### src/rtl/xy_pattern_driver_pkg.sv
// Shared definitions for the (x,y) pattern driver: state codes, symbol names
// and the length-field width helper.
package xy_pattern_driver_pkg;

  localparam int DEPTH_DEF = 8;
  localparam int CNT_W_DEF = 8;
  localparam int LEN_W     = $clog2(DEPTH_DEF + 1);

  localparam logic [0:0] ST_IDLE = 1'b0;
  localparam logic [0:0] ST_RUN  = 1'b1;

  localparam logic [1:0] XY_00 = 2'b00;
  localparam logic [1:0] XY_01 = 2'b01;
  localparam logic [1:0] XY_10 = 2'b10;
  localparam logic [1:0] XY_11 = 2'b11;

  function automatic int calc_len_w(input int depth);
    return $clog2(depth + 1);
  endfunction

endpackage

### src/rtl/xy_pattern_driver_if.sv
// Control, stimulus and feedback signals between a test controller (master)
// and the pattern driver (slave).
interface xy_pattern_driver_if
  import xy_pattern_driver_pkg::*;
#(
  parameter int DEPTH = DEPTH_DEF,
  parameter int CNT_W = CNT_W_DEF
);

  logic                           start;
  logic                           stop;
  logic                           loop;
  logic [calc_len_w(DEPTH)-1:0]   len;
  logic [2*DEPTH-1:0]             pattern;
  logic                           z;
  logic                           x;
  logic                           y;
  logic                           xy_valid;
  logic                           busy;
  logic                           done;
  logic [CNT_W-1:0]               hit_count;

  modport master (
    output start, stop, loop, len, pattern, z,
    input  x, y, xy_valid, busy, done, hit_count
  );

  modport slave (
    input  start, stop, loop, len, pattern, z,
    output x, y, xy_valid, busy, done, hit_count
  );

endinterface

### src/rtl/xy_pattern_driver_sat_edge_counter.sv
// Rising-edge detector feeding a saturating counter with synchronous clear
// and an enable that gates which edges are counted.
module sat_edge_counter #(
  parameter int CNT_W = 8
) (
  input  logic             clk,
  input  logic             rstn,
  input  logic             clr,
  input  logic             en,
  input  logic             d,
  output logic [CNT_W-1:0] count
);

  logic d_q;
  logic rise;

  assign rise = d & ~d_q;

  // NOTE: sequential state uses non-blocking assignments so every flop samples pre-edge values.
  always_ff @(posedge clk or negedge rstn) begin
    if (!rstn) begin
      d_q   <= 1'b0;
      count <= '0;
    end else begin
      d_q <= d;
      if (clr)
        count <= '0;
      else if (en && rise && !(&count))
        count <= count + 1'b1;
    end
  end

endmodule

### src/rtl/xy_pattern_driver.sv
// Replays a captured list of {x,y} symbols one per clock, optionally looping,
// and counts rising edges of the detector's z output during the run.
module xy_pattern_driver
  import xy_pattern_driver_pkg::*;
#(
  parameter int DEPTH = DEPTH_DEF,
  parameter int CNT_W = CNT_W_DEF
) (
  input  logic                clk,
  input  logic                rstn,
  xy_pattern_driver_if.slave  bus
);

  localparam int            LW      = calc_len_w(DEPTH);
  localparam logic [LW-1:0] MAX_LEN = LW'(DEPTH);

  logic [0:0]         state;
  logic [LW-1:0]      index;
  logic [LW-1:0]      len_q;
  logic [2*DEPTH-1:0] pattern_q;
  logic               x_q;
  logic               y_q;
  logic               valid_q;
  logic               busy_q;
  logic               done_q;
  logic [CNT_W-1:0]   hits;

  logic               accept;
  logic               last;
  logic [LW-1:0]      next_index;
  logic [1:0]         next_sym;

  // NOTE: every always_comb output gets a default first so no latch is inferred.
  always_comb begin
    accept     = (state == ST_IDLE) && bus.start && (bus.len != '0) && (bus.len <= MAX_LEN);
    last       = (index == len_q - 1'b1);
    next_index = index + 1'b1;
    next_sym   = XY_00;
    for (int i = 0; i < DEPTH; i++) begin
      if (next_index == LW'(i))
        next_sym = pattern_q[2*i +: 2];
    end
  end

  // NOTE: the shadow pattern/len are plain flops, not a RAM, so they reset with everything else.
  always_ff @(posedge clk or negedge rstn) begin
    if (!rstn) begin
      state      <= ST_IDLE;
      index      <= '0;
      len_q      <= '0;
      pattern_q  <= '0;
      {x_q, y_q} <= XY_00;
      valid_q    <= 1'b0;
      busy_q     <= 1'b0;
      done_q     <= 1'b0;
    end else begin
      done_q <= 1'b0;
      case (state)
        ST_IDLE: begin
          if (accept) begin
            state      <= ST_RUN;
            index      <= '0;
            len_q      <= bus.len;
            pattern_q  <= bus.pattern;
            {x_q, y_q} <= bus.pattern[1:0];
            valid_q    <= 1'b1;
            busy_q     <= 1'b1;
          end
        end
        ST_RUN: begin
          // stop outranks both wrap and completion
          if (bus.stop || (last && !bus.loop)) begin
            state      <= ST_IDLE;
            index      <= '0;
            {x_q, y_q} <= XY_00;
            valid_q    <= 1'b0;
            busy_q     <= 1'b0;
            done_q     <= !bus.stop;
          end else if (!last) begin
            index      <= next_index;
            {x_q, y_q} <= next_sym;
          end else begin
            index      <= '0;
            {x_q, y_q} <= pattern_q[1:0];
          end
        end
        default: state <= ST_IDLE;
      endcase
    end
  end

  sat_edge_counter #(.CNT_W(CNT_W)) u_hits (
    .clk   (clk),
    .rstn  (rstn),
    .clr   (accept),
    .en    (busy_q),
    .d     (bus.z),
    .count (hits)
  );

  assign bus.x         = x_q;
  assign bus.y         = y_q;
  assign bus.xy_valid  = valid_q;
  assign bus.busy      = busy_q;
  assign bus.done      = done_q;
  assign bus.hit_count = hits;

endmodule

### src/flat_wrapper.sv
// flat-port wrapper written by rule: the top's interface ports become plain ports
module xy_pattern_driver_flat import xy_pattern_driver_pkg::*;
#(
  parameter int DEPTH = DEPTH_DEF,
  parameter int CNT_W = CNT_W_DEF
)
  (clk, rstn, bus_start, bus_stop, bus_loop, bus_len, bus_pattern, bus_z, bus_x, bus_y, bus_xy_valid, bus_busy, bus_done, bus_hit_count);
  xy_pattern_driver_if #(.DEPTH(DEPTH), .CNT_W(CNT_W)) bus_i ();
  input  logic clk;
  input  logic rstn;
  input wire logic [$bits(bus_i.start)-1:0] bus_start;
  input wire logic [$bits(bus_i.stop)-1:0] bus_stop;
  input wire logic [$bits(bus_i.loop)-1:0] bus_loop;
  input wire logic [$bits(bus_i.len)-1:0] bus_len;
  input wire logic [$bits(bus_i.pattern)-1:0] bus_pattern;
  input wire logic [$bits(bus_i.z)-1:0] bus_z;
  output wire logic [$bits(bus_i.x)-1:0] bus_x;
  output wire logic [$bits(bus_i.y)-1:0] bus_y;
  output wire logic [$bits(bus_i.xy_valid)-1:0] bus_xy_valid;
  output wire logic [$bits(bus_i.busy)-1:0] bus_busy;
  output wire logic [$bits(bus_i.done)-1:0] bus_done;
  output wire logic [$bits(bus_i.hit_count)-1:0] bus_hit_count;
  assign bus_i.start = bus_start;
  assign bus_i.stop = bus_stop;
  assign bus_i.loop = bus_loop;
  assign bus_i.len = bus_len;
  assign bus_i.pattern = bus_pattern;
  assign bus_i.z = bus_z;
  assign bus_x = bus_i.x;
  assign bus_y = bus_i.y;
  assign bus_xy_valid = bus_i.xy_valid;
  assign bus_busy = bus_i.busy;
  assign bus_done = bus_i.done;
  assign bus_hit_count = bus_i.hit_count;
  xy_pattern_driver #(.DEPTH(DEPTH), .CNT_W(CNT_W)) u_core (.clk(clk), .rstn(rstn), .bus(bus_i));
endmodule
### config.mk
export PLATFORM = sky130hd
export DESIGN_NAME = xy_pattern_driver_flat
export DESIGN_NICKNAME = d
export VERILOG_FILES = /design/src/rtl/xy_pattern_driver_pkg.sv /design/src/rtl/xy_pattern_driver_if.sv /design/src/rtl/xy_pattern_driver_sat_edge_counter.sv /design/src/rtl/xy_pattern_driver.sv /design/src/flat_wrapper.sv
export SDC_FILE = /design/constraint.sdc
export NUM_CORES = 1
export LEC_CHECK = 0
export ABC_AREA = 1
export CAP_MARGIN = 10
export CORE_ASPECT_RATIO = 0.5
export CORE_MARGIN = 4
export CORE_UTILIZATION = 30
export DETAILED_ROUTE_END_ITERATION = 10
export MAX_ROUTING_LAYER = met4
export PLACE_DENSITY_LB_ADDON = 0.05
export SETUP_SLACK_MARGIN = 0.3
export SKIP_CTS_REPAIR_TIMING = 1
export SLEW_MARGIN = 20
export SYNTH_ARGS = -nofsm -noshare
export SYNTH_HDL_FRONTEND = slang
export SYNTH_HIERARCHICAL = 1
export SYNTH_SLANG_ARGS = --single-unit
### constraint.sdc
create_clock -name clk -period 4.2 [get_ports clk]
set_clock_uncertainty 0.15 [all_clocks]
set_input_delay 0.42 -clock clk [delete_from_list [all_inputs] [get_ports clk]]
set_output_delay 0.42 -clock clk [all_outputs]
set_load 0.01 [all_outputs]
==> metrics.md <==
| Metric | Value |
|---|---|
| Status | `complete, no violations` |
| Worst-path clk slew | `~60 ps` |
| Max stage delay cell, worst path | `dfrtp_1` |
| Placed cell areas | `about 2700 µm²` |
| Fin. max-slew vios | `0` |
| Post-route clock period utilization | `0.553` |
| Root buffer cell | `clkbuf_16` |
| Min setup slack post-route | `around 1900 ps` |
| Sw frac | `0.339` |
| Clock power frac | `0.293` |
| Cells along the critical path | `ha_1 -> xnor2_2 -> inv_2 -> nand2_4 -> inv_4 -> nand2_2 -> nand2_1 -> inv_1 -> nand3_2 -> nand2_1 -> nand2_1 -> nand2_1 -> nand2_1 -> nand2_1 -> a21oi_2` |
| Fmax | `431 MHz` |
| Die height | `between 60 and 70 µm` |
| FF+latch area | `approximately 950 µm²` |
| Mapped cell area | `2180 µm²` |
| Buffers on Ports | `38` |
| IO Pins | `39` |
| Die Wd | `roughly 130 µm` |
| Async SR Flop Fraction | `1.00` |
| CP most frequent cell | `nand2_1` |
| Part of the power in registers | `0.371` |
| Synth top area share | `0.437` |
| Tot GR Track Use | `0.139` |
| CTS tree | `yes` |
| Final setup fails | `0` |
| RePlAce Congestion | `around 0.81` |
| Hold/Removal Path Class | `input pin to async pin` |
| Setup WS pre-CTS | `between 1500 and 2000 ps` |
| Inserted Diodes | `0` |
| Layout Utilization | `0.412` |
| Fin area | `2830 µm²` |
| CP Max Fanout | `10` |
| Overall via count from detail_route | `1896` |
| DR WL/cell | `12.4 µm` |
| Internal power | `931 µW` |
| Starting Density | `0.317` |
| Mux share of post-synthesis cell area | `0` |
| Multi-input gate area | `just over 1000 µm²` |
| Post-Syn Area per Cell | `around 7.5 µm²` |
| VDD IR-drop max | `approximately 0.00016 V` |
| Final ANT Viol Nets | `0` |
| Core area | `approximately 6900 µm²` |
| Layout cell share with drive strength beyond 1 | `0.0925` |
| Synth Instances | `about 290` |
| Adder-Cell Fraction of Synth Area | `0.0402` |
| Worst path max stage delay | `approximately 470 ps` |
| Final #Nets | `367` |
| Worst skew pair latency | `280 ps` |
| Cell row count | `21` |
| CTS buffer count | `5` |
| Flops & latches, synth | `38` |
| Fin crit period | `roughly 2300 ps` |
| Pwr dens | `498 nW/µm²` |
| R2r worst-path depth | `15` |
| Ys Warns | `6` |
| Filler cells | `approximately 700` |
| Crit Path Class | `register to register` |
| Clock sinks | `38` |
| Compound-Gate Fraction of Synth Area | `0.0851` |
| Actual slew at the worst max-slew pin | `roughly 900 ps` |
| Syn nets | `325` |
| First-pass GRT wire length | `approximately 9100 µm` |
| HPWL after DPL | `roughly 4000 µm` |
| Top_reg_cell synth | `dfrtp_1` |
| Largest net degree at the start of global routing | `39` |
| Post-Synth XOR/XNOR Area | `0.0276` |
| Initial antenna violation count | `0` |
| Unrepaired setup endpoints after global routing | `no` |
| Req. time, crit path | `roughly 4200 ps` |
| Vias/cell | `4.44` |
| Die Footprint | `~9000 µm²` |
| DRT Wirelength | `5300 µm` |
| Vias in the first global route | `between 1500 and 2000` |
| Seq/Total Area, Yosys | `0.437` |
| Worst slew margin | `0.403` |
| Dominant cell type by area after synthesis | `dfrtp_1` |
| Number of flops mapped to enable cells by yosys | `0` |
| Max Cap Viol | `0` |
| Max Root-Sink Buffers | `2` |
| Area grow syn2layout | `29.8%` |
| Setup crit start kind | `register` |
| Worst Setup End Kind | `register` |
| Critical Path AT | `~2300 ps` |
| Clock H-tree levels | `2` |
| Setup TNS Final | `0 ps` |
| Simple-gate share of the synthesized area | `0.316` |
| Synth area leaders | `dfrtp_1 (44%), nand2_1 (17%), inv_1 (7.8%), o21ai_0 (4.1%), ha_1 (4.0%)` |
| # DRC | `0` |
| Count leader, synth | `nand2_1` |
| Fin. Hold Viols | `0` |
| Logic pwr share | `0.336` |
| Post-synth top cells | `nand2_1 (98), inv_1 (45), dfrtp_1 (38)` |
| Largest family of logic cells by synthesized area | `simple AND/OR/NAND/NOR gates` |
| Sw power | `477 µW` |
| DR iter-0 viols | `67` |
| Number of unique standard cell types used by synthesis | `32` |
| Grt ovf | `0` |
| Drt pass-1 iters | `4` |
| Leakage | `0.00139 µW` |
==> kinds of logic after synthesis <==
family	Yosys count
AO/OA/AOI/OAI	33
XOR/XNOR	6
adder cells (fa/ha/maj)	7
buffers and inverters	53
flip-flops	38
AND/OR/NAND/NOR	155
==> metrics by stage <==
stage	power, µW	cells	hold slack (ps)
6_report	1410	427	115
5_1_grt	1530	427	215
4_1_cts	1440	427	155
3_5_place_dp	1010	419	320
3_3_place_gp	1010	419	316
2_1_floorplan	828	292	-25.6
==> power by group through the flow <==
stage	registers (µW)	logic [µW]	clock network, µW
floorplan	525	303	0
global placement	529	480	0
detailed placement	531	478	0
CTS	524	483	431
global route	534	549	442
finish	523	473	413
==> sequential cells by signal (all words and copies together), names as in the netlist <==
| signal | count |
|---|---|
| u_core/pattern_q | 16 |
| u_core/u_hits/count | 8 |
| u_core/index | 4 |
| u_core/len_q | 4 |
| u_core/bus.busy | 1 |
| u_core/bus.done | 1 |
| u_core/bus.x | 1 |
| u_core/bus.y | 1 |
| u_core/state | 1 |
| u_core/u_hits/d_q | 1 |
==> worst paths after layout <==
| path | startpoint | endpoint | slack (ps) |
|---|---|---|---|
| worst max register to register | u_core/index[0] | u_core/bus.y | 1880 |
| worst min register to register | u_core/pattern_q[6] | u_core/pattern_q[6] | 330 |
| min in group clk | u_core/pattern_q[6] | u_core/pattern_q[6] | 330 |
| max in group asynchronous | rstn | u_core/index[2] | 3220 |
| worst max-delay path | u_core/index[0] | u_core/bus.y | 1880 |
| worst min-delay path | rstn | u_core/u_hits/count[5] | 110 |
==> worst max-delay path, delay by kind of cell (launching register included) <==
kind                     cells  cell delay (ps)
adder cells (fa/ha/maj)      1              280
flip-flops                   1              470
AND/OR/NAND/NOR              9              620
buffers and inverters        3              190
AO/OA/AOI/OAI                1               50
XOR/XNOR                     1              440
==> cell type report <==
class	instances	share of cell area
Multi-Input combinational cell	201	0.361
Sequential cell	38	0.336
Timing Repair Buffer	40	0.138
Inverter	48	0.0651
Clock buffer	8	0.0589
Tap cell	92	0.0407
==> per-layer routing <==
layer,part of all wire,routed length (µm),GRT usage,vias up
li1,-,-,-,996
met5,0,0,-,-
met2,0.42,2240,0.212,24
met1,0.53,2790,0.179,871
met3,0.040,211,0.0405,5
met4,0.010,53,0.0437,0
==> cell usage in the layout, fill, tap and decap left out, types with 2 or more instances in the layout <==
cell             synthesis  layout
a21oi_1                  6       6
a21oi_2                  2       2
buf_4                    1       2
clkbuf_16                0       5
clkbuf_8                 0       3
clkdlybuf4s50_1          0      37
dfrtp_1                 38      38
ha_1                     7       7
inv_1                   45      45
nand2_1                 98      98
nand2_2                  5       5
nand2_4                  2       2
nand3_1                 15      15
nand3_2                  2       2
nand4_1                  9       9
nor2_1                  15      15
nor2_2                   3       3
nor3_1                   3       3
o21ai_0                 18      18
o21ai_1                  2       2
o21bai_1                 2       2
xnor2_1                  3       3
xor2_1                   2       2
Power figures use the tool's default switching activity.
